## config.mk

```make
export PLATFORM = sky130hd
export DESIGN_NAME = serial_adder
export DESIGN_NICKNAME = d
export VERILOG_FILES = /design/src/rtl/alu_pkg.sv /design/src/rtl/full_adder_bit.sv /design/src/rtl/serial_adder.sv
export SDC_FILE = /design/constraint.sdc
export NUM_CORES = 1
export LEC_CHECK = 0
export CAP_MARGIN = 20
export CORE_MARGIN = 8
export CORE_UTILIZATION = 40
export DETAILED_ROUTE_END_ITERATION = 10
export DONT_BUFFER_PORTS = 1
export MAX_ROUTING_LAYER = met4
export PLACE_DENSITY = 0.56
export SYNTH_ARGS = -nofsm -noshare
export SYNTH_HDL_FRONTEND = slang
export SYNTH_SLANG_ARGS = --single-unit
```

## constraint.sdc

```tcl
create_clock -name clk -period 4.8 [get_ports clk]
set_input_delay 0.48 -clock clk [delete_from_list [all_inputs] [get_ports clk]]
set_output_delay 0.48 -clock clk [all_outputs]
set_load 0.01 [all_outputs]
```

## src/rtl/alu_pkg.sv

```systemverilog
// Shared ALU package for the bit-serial arithmetic blocks.
// Contents:
//   ALU_WIDTH - default operand width of the ALU datapath
//   state_t   - 2-bit control state shared by the serial adder/subtractor
//               (IDLE=0, RUN=1, DONE=2)
package alu_pkg;

  localparam int ALU_WIDTH = 16;

  typedef enum logic [1:0] {
    IDLE = 2'd0,
    RUN  = 2'd1,
    DONE = 2'd2
  } state_t;

endpackage

```

## src/rtl/full_adder_bit.sv

```systemverilog
// Single-bit full-adder cell; the additive twin of the full-subtractor cell.
// Ports:
//   a, b  - operand bits
//   c     - carry in
//   sum   - a ^ b ^ c
//   cout  - majority(a, b, c)
module full_adder_bit (
  input  logic a,
  input  logic b,
  input  logic c,
  output logic sum,
  output logic cout
);

  assign sum  = a ^ b ^ c;
  assign cout = (a & b) | (a & c) | (b & c);

endmodule

```

## src/rtl/serial_adder.sv

```systemverilog
// Bit-serial adder: sum/carry/overflow of a + b + cin, one bit per clock
// through a single full-adder cell.
// Ports:
//   clk, rst_n           - clock (rising edge), async active-low reset
//   in_valid/in_ready    - operand handshake (a, b, cin)
//   out_valid/out_ready  - result handshake (sum, carry, overflow, combine)
//   sum                  - (a + b + cin) mod 2^WIDTH
//   carry                - bit WIDTH of a + b + cin
//   overflow             - signed two's-complement overflow
//   combine              - {carry, sum}
//   busy                 - high while bits are being processed
// Result outputs only change on entry to DONE, so they hold the previous
// result through IDLE and RUN.
module serial_adder
  import alu_pkg::*;
#(
  parameter  int WIDTH = ALU_WIDTH,
  localparam int CW    = $clog2(WIDTH) + 1
) (
  input  logic             clk,
  input  logic             rst_n,
  input  logic             in_valid,
  output logic             in_ready,
  input  logic [WIDTH-1:0] a,
  input  logic [WIDTH-1:0] b,
  input  logic             cin,
  output logic             out_valid,
  input  logic             out_ready,
  output logic [WIDTH-1:0] sum,
  output logic             carry,
  output logic             overflow,
  output logic [WIDTH:0]   combine,
  output logic             busy
);

  localparam logic [CW-1:0] LAST = CW'(WIDTH - 1);

  state_t           state;
  logic [WIDTH-1:0] areg;
  logic [WIDTH-1:0] breg;
  // Holds the WIDTH-1 sum bits produced so far; the final bit comes
  // straight from the cell on the last RUN cycle.
  logic [WIDTH-2:0] sreg;
  logic             cflop;
  logic [CW-1:0]    cnt;

  logic             fa_s;
  logic             fa_co;
  logic [WIDTH-1:0] sum_next;

  full_adder_bit u_fa (
    .a    (areg[0]),
    .b    (breg[0]),
    .c    (cflop),
    .sum  (fa_s),
    .cout (fa_co)
  );

  // New sum bit enters from the MSB end; after WIDTH shifts bit 0 is at LSB.
  assign sum_next = {fa_s, sreg};

  always_ff @(posedge clk or negedge rst_n) begin
    if (!rst_n) begin
      state     <= IDLE;
      in_ready  <= 1'b1;
      out_valid <= 1'b0;
      busy      <= 1'b0;
      sum       <= '0;
      carry     <= 1'b0;
      overflow  <= 1'b0;
      combine   <= '0;
      areg      <= '0;
      breg      <= '0;
      sreg      <= '0;
      cflop     <= 1'b0;
      cnt       <= '0;
    end else begin
      case (state)
        IDLE: begin
          if (in_valid && in_ready) begin
            areg     <= a;
            breg     <= b;
            cflop    <= cin;
            cnt      <= '0;
            in_ready <= 1'b0;
            busy     <= 1'b1;
            state    <= RUN;
          end
        end

        RUN: begin
          sreg  <= sum_next[WIDTH-1:1];
          areg  <= areg >> 1;
          breg  <= breg >> 1;
          cflop <= fa_co;
          if (cnt == LAST) begin
            // cflop is the carry into the MSB, fa_co the carry out of it.
            sum       <= sum_next;
            carry     <= fa_co;
            overflow  <= cflop ^ fa_co;
            combine   <= {fa_co, sum_next};
            out_valid <= 1'b1;
            busy      <= 1'b0;
            state     <= DONE;
          end else begin
            cnt <= cnt + 1'b1;
          end
        end

        DONE: begin
          if (out_ready) begin
            out_valid <= 1'b0;
            in_ready  <= 1'b1;
            state     <= IDLE;
          end
        end

        default: begin
          state     <= IDLE;
          in_ready  <= 1'b1;
          out_valid <= 1'b0;
          busy      <= 1'b0;
        end
      endcase
    end
  end

endmodule

```

==> run metrics, run 1 <==
post-CTS resize count=0; Critical Path Source Type=flop; depth of the most critical reg-to-reg path=6; Root Buffer=clkbuf_8; drt first-iter violations=106; RR Startpoint=cnt[0]$_DFFE_PN0P_; Yosys cell types=34; initial antenna violation count=0; worst min path class=in2async; Starting Density=0.4083; Synth Register Bits=76; worst skew pair latency=0.34 ns; achievable frequency=0.4794 GHz; drc violations=0; crit path buf inv count=1; Setup TNS=0 ns; post-layout net count=309; min Tclk post-route=2.086 ns; Netlist Area Pre-Place=3508 µm²; drt wl/cell=18.87 µm; Syn Nets=334; chip width=109.7 µm; top post-synthesis cells by area=dfrtp_1 (53%), o22ai_1 (11%), a21oi_1 (5.0%); top-count cell post-synth=dfrtp_1; total power=2.433 mW; Int Power=1.539 mW; r2r setup slk=2.71 ns; cell count after synthesis=294; CTS Buf Count=9; Antenna Nets Post-Route=0; Placed Area=3366 µm²; number of hold buffers added after cts=1; Post-synth EDFFs=0; share of cells above drive strength 1=0.1788; Worst path top cell family by delay=adder cells; ANT cells=0; final worst-path cycle share=0.4346; CP endpoint kind=flop; Slowest cell on crit path=dfrtp_1; maximum VDD drop=213.2 µV; Reg area=1903 µm²; FILL cells=830; # Max-Cap Violations=0; clock share of power=0.200; input/output buffers=0; first-pass GRT wire length=11.85 mm; CP Cell Sequence=ha_1 -> and3_1 -> ha_1 -> nand3b_1 -> buf_4 -> mux2_1; Arrival @ worst endpoint=2.31 ns; Main synth FF type=dfrtp_1; all-layer global routing usage=0.1292; Leak=1.479 nW; Core Util, Final=0.4182; final hold vios=0; area of the multi-input gates=1294 µm²; Finished Cell Area=3593 µm²; vias per cell=5.780; syn avg cell area=11.93 µm²; Final setup viols=0; Core Box Area=8593 µm²; H-tree depth=3; Routability Congestion=0.7120; Synth-to-Final Area Change=2.425%; largest net degree at the start of global routing=77; final wirelength=7.208 mm; Reg clk slew, reported paths=0.08 ns; First-pass DRT Iterations=4; most frequent CP cell=ha_1; Rel. slew slack=0.3028; IO Pins=75; Data required, critical path=5.02 ns; area fraction of the dominant cell type after synthesis=0.5350; Power Density=677.0 nW/µm²; Fin Clk Skew=0.008508 ns; r2r endpoint=sum[6]$_DFFE_PN0P_; RSZ-0062 raised after global routing=no; Vias=2208; total congestion overflow=0; Slew @ Worst Pin=1.046 ns; Critical Path Fanout Max=20; die height=109.7 µm; hold slack=0.01982 ns; outcome=complete, no violations; Crit Path Class=reg2reg; Slew Limit Fails=0; Final HPWL DP=4.398 mm; Synth top cells by count=dfrtp_1 (75), o22ai_1 (62), a21oi_1 (35); P_sw=0.8934 mW; CTS sink count=76; synthesis warning total=0; setup bufs post-CTS=0; post-synth top area cell=dfrtp_1; CP max stage delay=0.46 ns; Seq pwr share=0.506; Clock Path Buffers=2; vias in the first global route=2208; row cnt=34; Die ar.=12020 µm²; combinational share of power=0.294; CTS tree=done; switch share=0.3672; Post-synth ARST share=1.000; register area share after synthesis=0.5424
[sequential cells by signal, indices dropped and copies added (netlist names)]
register	count
overflow	1
sreg	15
out_valid	1
cflop	1
sum	15
in_ready	1
carry	1
state	2
busy	1
combine	1
cnt	5
breg	16
areg	16
[metal layers]
metal | global-route usage | wire length, µm | vias up
li1 | - | - | 1044
met1 | 0.1716 | 3519 | 1088
met2 | 0.1761 | 3149 | 67
met3 | 0.03810 | 419 | 9
met4 | 0.06075 | 120 | 0
met5 | - | 0 | -
[worst max-delay path by stage]
stage	to	slack, ns	depth (start not counted)	startpoint
2_1_floorplan	cnt[3]$_DFFE_PN0P_	3.01	7	cnt[0]$_DFFE_PN0P_
3_3_place_gp	sum[6]$_DFFE_PN0P_	2.72	6	cnt[0]$_DFFE_PN0P_
3_5_place_dp	sum[6]$_DFFE_PN0P_	2.72	6	cnt[0]$_DFFE_PN0P_
4_1_cts	sum[6]$_DFFE_PN0P_	2.70	6	cnt[0]$_DFFE_PN0P_
5_1_grt	sum[5]$_DFFE_PN0P_	2.59	6	cnt[0]$_DFFE_PN0P_
6_report	sum[6]$_DFFE_PN0P_	2.71	6	cnt[0]$_DFFE_PN0P_
[cells by family (layout without fill, tap and decap cells)]
logic type      Yosys count  count (layout)  share of synthesized area
xor+xnor                  1               1                   0.002497
simple gates             24              24                    0.03959
fa+ha+maj                 3               3                    0.01284
compound gates          113             113                     0.1937
flops                    76              76                     0.5424
buf+inv                  43              23                    0.08951
mux                      34              34                     0.1195
[per-stage QoR]
step	worst slack (ns)	std cells
after floorplan	3.005	294
after global placement	2.724	365
after detailed placement	2.716	365
after CTS	2.703	382
after global routing	2.588	382
final	2.714	382
[power by group through the flow]
stage                     combinational, mW  clock (mW)  sequential, mW
after floorplan                       0.781           0            1.13
after global placement                0.682           0            1.24
after detailed placement              0.709           0            1.25
after CTS                             0.726       0.506            1.23
after global routing                  0.805       0.541            1.28
final                                 0.714       0.488            1.23
[layout by cell type, fill, tap and decap left out, types with 4 or more instances in the layout]
cell	count
mux2_4	10
a21oi_1	35
nand2_1	6
o2bb2ai_1	4
dfrtp_1	75
mux2_2	13
o21ai_0	5
mux2_1	10
o22ai_1	62
nor2_1	6
clkbuf_8	9
[cell type report]
cell class | count | area share
inverters | 3 | 0.003134
clock buffers | 9 | 0.03447
multi-input cells | 175 | 0.3600
clock inverters | 7 | 0.02124
repair buffers | 4 | 0.01393
flip-flops and latches | 76 | 0.5296
well taps | 108 | 0.03760
Note: power is estimated with default switching activity, not from simulation.
==> inputs of run 2 (changes only) <==
Clock period 4.8 ns to 2.1 ns, I/O delays scaled along.
==> run 2 against run 1 <==
Core utilization grew 1.3 points. Worst setup slack lost 2.5 ns. Clock power grew to 2.7 times the previous value. Cell area increased by 3.1%. Register-to-register slack got worse by 2.5 ns. Sequential share of layout area shrank 1.6 points. Total power is 140% higher. Die area stayed put. Via count rose by 2.0%. Largest power group unchanged.
==> run metrics, run 2 (same netlist as run 1, synthesis figures left out) <==
outcome=complete, no violations; Slew @ Worst Pin=0.4587 ns (-0.5870 ns); vias in the first global route=2193 (-0.68%); Final HPWL DP=4.493 mm (+2.1%); Placed Instances=372 (+1.9%); ANT cells=0 (unchanged); final hold vios=0 (unchanged); min Tclk post-route=1.914 ns (-0.1725 ns); post-layout net count=318 (+2.9%); Critical Path Source Type=flop; worst skew pair latency=0.35 ns (about the same); Die ar.=12020 µm² (unchanged); Routability Congestion=0.7160 (+0.56%); maximum VDD drop=456.1 µV (+110%); Crit Path Class=reg2reg; vias per cell=5.762 (-0.31%); Power Density=1579 nW/µm² (+130%); CTS tree=done; P_sw=2.041 mW (+130%); drc violations=0 (unchanged); Top Registers=areg: 16 flops, breg: 16 flops; IO Pins=75 (unchanged); hold slack=0.04858 ns (+0.02876 ns); Slew Limit Fails=0 (unchanged); CTS sink count=76 (unchanged); total congestion overflow=0 (unchanged); First-pass DRT Iterations=4 (unchanged); Data required, critical path=2.33 ns (-2.69 ns); largest net degree at the start of global routing=77 (unchanged); Core Util, Final=0.4313 (+0.01310); Antenna Nets Post-Route=0 (unchanged); Final setup viols=0 (unchanged); switch share=0.3487 (-0.01850); clock share of power=0.230 (+0.030); chip width=109.7 µm (unchanged); achievable frequency=0.5226 GHz (+9.0%); worst min path class=in2reg; RSZ-0062 raised after global routing=no; commonest non-fill, non-tap cell in the layout=dfrtp_1; setup bufs post-CTS=0 (unchanged); final wirelength=7.297 mm (+1.2%); Arrival @ worst endpoint=2.14 ns (-0.17 ns); Synth-to-Final Area Change=5.635%; first-pass GRT wire length=11.64 mm (-1.8%); CTS Buf Count=9 (unchanged); r2r setup slk=0.19 ns (-2.53 ns); share of cells above drive strength 1=0.1943 (+0.01551); Rel. slew slack=0.6942 (+0.3914); Leak=1.544 nW (+4.4%); Setup TNS=0 ns (unchanged); # Max-Cap Violations=0 (unchanged); final worst-path cycle share=0.9112 (+0.4766); Int Power=3.812 mW (+150%); FILL cells=829 (-0.12%); Clock Path Buffers=2 (unchanged); drt first-iter violations=99 (-6.6%); combinational share of power=0.295 (about the same); final non-filler cell total=391 (+2.4%); Vias=2253 (+2.0%); Core Box Area=8593 µm² (unchanged); Critical Path Fanout Max=14 (-30%); initial antenna violation count=0 (unchanged); die height=109.7 µm (unchanged); row cnt=34 (unchanged); H-tree depth=3 (unchanged); input/output buffers=0 (unchanged); Seq pwr share=0.476 (-0.030); CP endpoint kind=flop; drt wl/cell=18.66 µm (-1.1%); Reg clk slew, reported paths=0.08 ns (about the same); Fin Clk Skew=0.009851 ns (+0.001342 ns); all-layer global routing usage=0.1284 (-0.0007502); Root Buffer=clkbuf_8; Starting Density=0.4083 (unchanged); commonest non-fill, non-tap cells in the layout=dfrtp_1 (75), o22ai_1 (62), a21oi_1 (35)
==> run 2: cell types whose count changed in the layout (fill, tap and decap cells not counted) <==
| cell | change |
|---|---|
| dlygate4sd3_1 | +2 |
| clkinvlp_4 | -2 |
| inv_6 | -1 |
| bufinv_16 | +2 |
| clkbuf_1 | +1 |
| buf_4 | +7 |
==> run 2: critical path, cell delays in order, from the launching register on <==
cell and delay [ns]:
dfrtp_1 0.39, ha_1 0.20, and3_1 0.14, ha_1 0.30
nand3b_1 0.15, buf_4 0.27, mux2_1 0.35
==> run 2: final timing paths <==
| kind | start | endpoint | depth (start not counted) |
|---|---|---|---|
| min reg2reg | sreg[4]$_DFFE_PN0P_ | sum[4]$_DFFE_PN0P_ | 1 |
| max | cnt[0]$_DFFE_PN0P_ | sum[8]$_DFFE_PN0P_ | 6 |
| min | out_ready | out_valid$_DFFE_PN0P_ | 3 |
| min in group asynchronous | rst_n | sreg[9]$_DFFE_PN0P_ | 2 |
| max in group asynchronous | rst_n | in_ready$_DFFE_PN1P_ | 2 |
| max reg2reg | cnt[0]$_DFFE_PN0P_ | sum[8]$_DFFE_PN0P_ | 6 |
==> run 2: final cells by class <==
| class | count | area, µm² | area share |
|---|---|---|---|
| Multi-Input combinational cell | 175 | 1294 | 0.3491 |
| Clock inverter | 6 | 112.6 | 0.03038 |
| Clock buffer | 10 | 127.6 | 0.03444 |
| Timing Repair Buffer | 13 | 122.6 | 0.03309 |
| Inverter | 3 | 11.26 | 0.003038 |
| Tap cell | 108 | 135.1 | 0.03646 |
| Sequential cell | 76 | 1903 | 0.5135 |
==> run 2: power by group through the flow <==
stage	Sequential [mW]	Combinational, mW	Clock [mW]
final	2.78	1.73	1.34
after global routing	2.90	1.91	1.45
after CTS	2.80	1.75	1.39
after detailed placement	2.83	1.70	0
after global placement	2.80	1.66	0
after floorplan	2.57	1.78	0
==> run 2: metal layers <==
layer	up-vias	GRT usage	routed length (µm)
met4	0	0.06943	150
met5	-	-	0
li1	1053	-	-
met3	11	0.03400	449
met1	1127	0.1760	3427
met2	62	0.1675	3270
==> run 2: per-stage QoR <==
| stage | setup WS (ns) | total power, mW | cell area [µm²] |
|---|---|---|---|
| final | 0.1864 | 5.853 | 3706 |
| after CTS | 0.1603 | 5.935 | 3706 |
| after floorplan | 0.3055 | 4.359 | 3508 |
| after global routing | 0.07187 | 6.262 | 3706 |
| after global placement | 0.2315 | 4.462 | 3418 |
| after detailed placement | 0.1872 | 4.528 | 3418 |
==> run 2: repair_timing <==
action / 4_1_cts / 5_1_grt
hold buffers: 3 / 0
gates resized for setup: 0 / 0
hold endpoints to repair: 77 / 0
setup endpoints to repair: 0 / 0
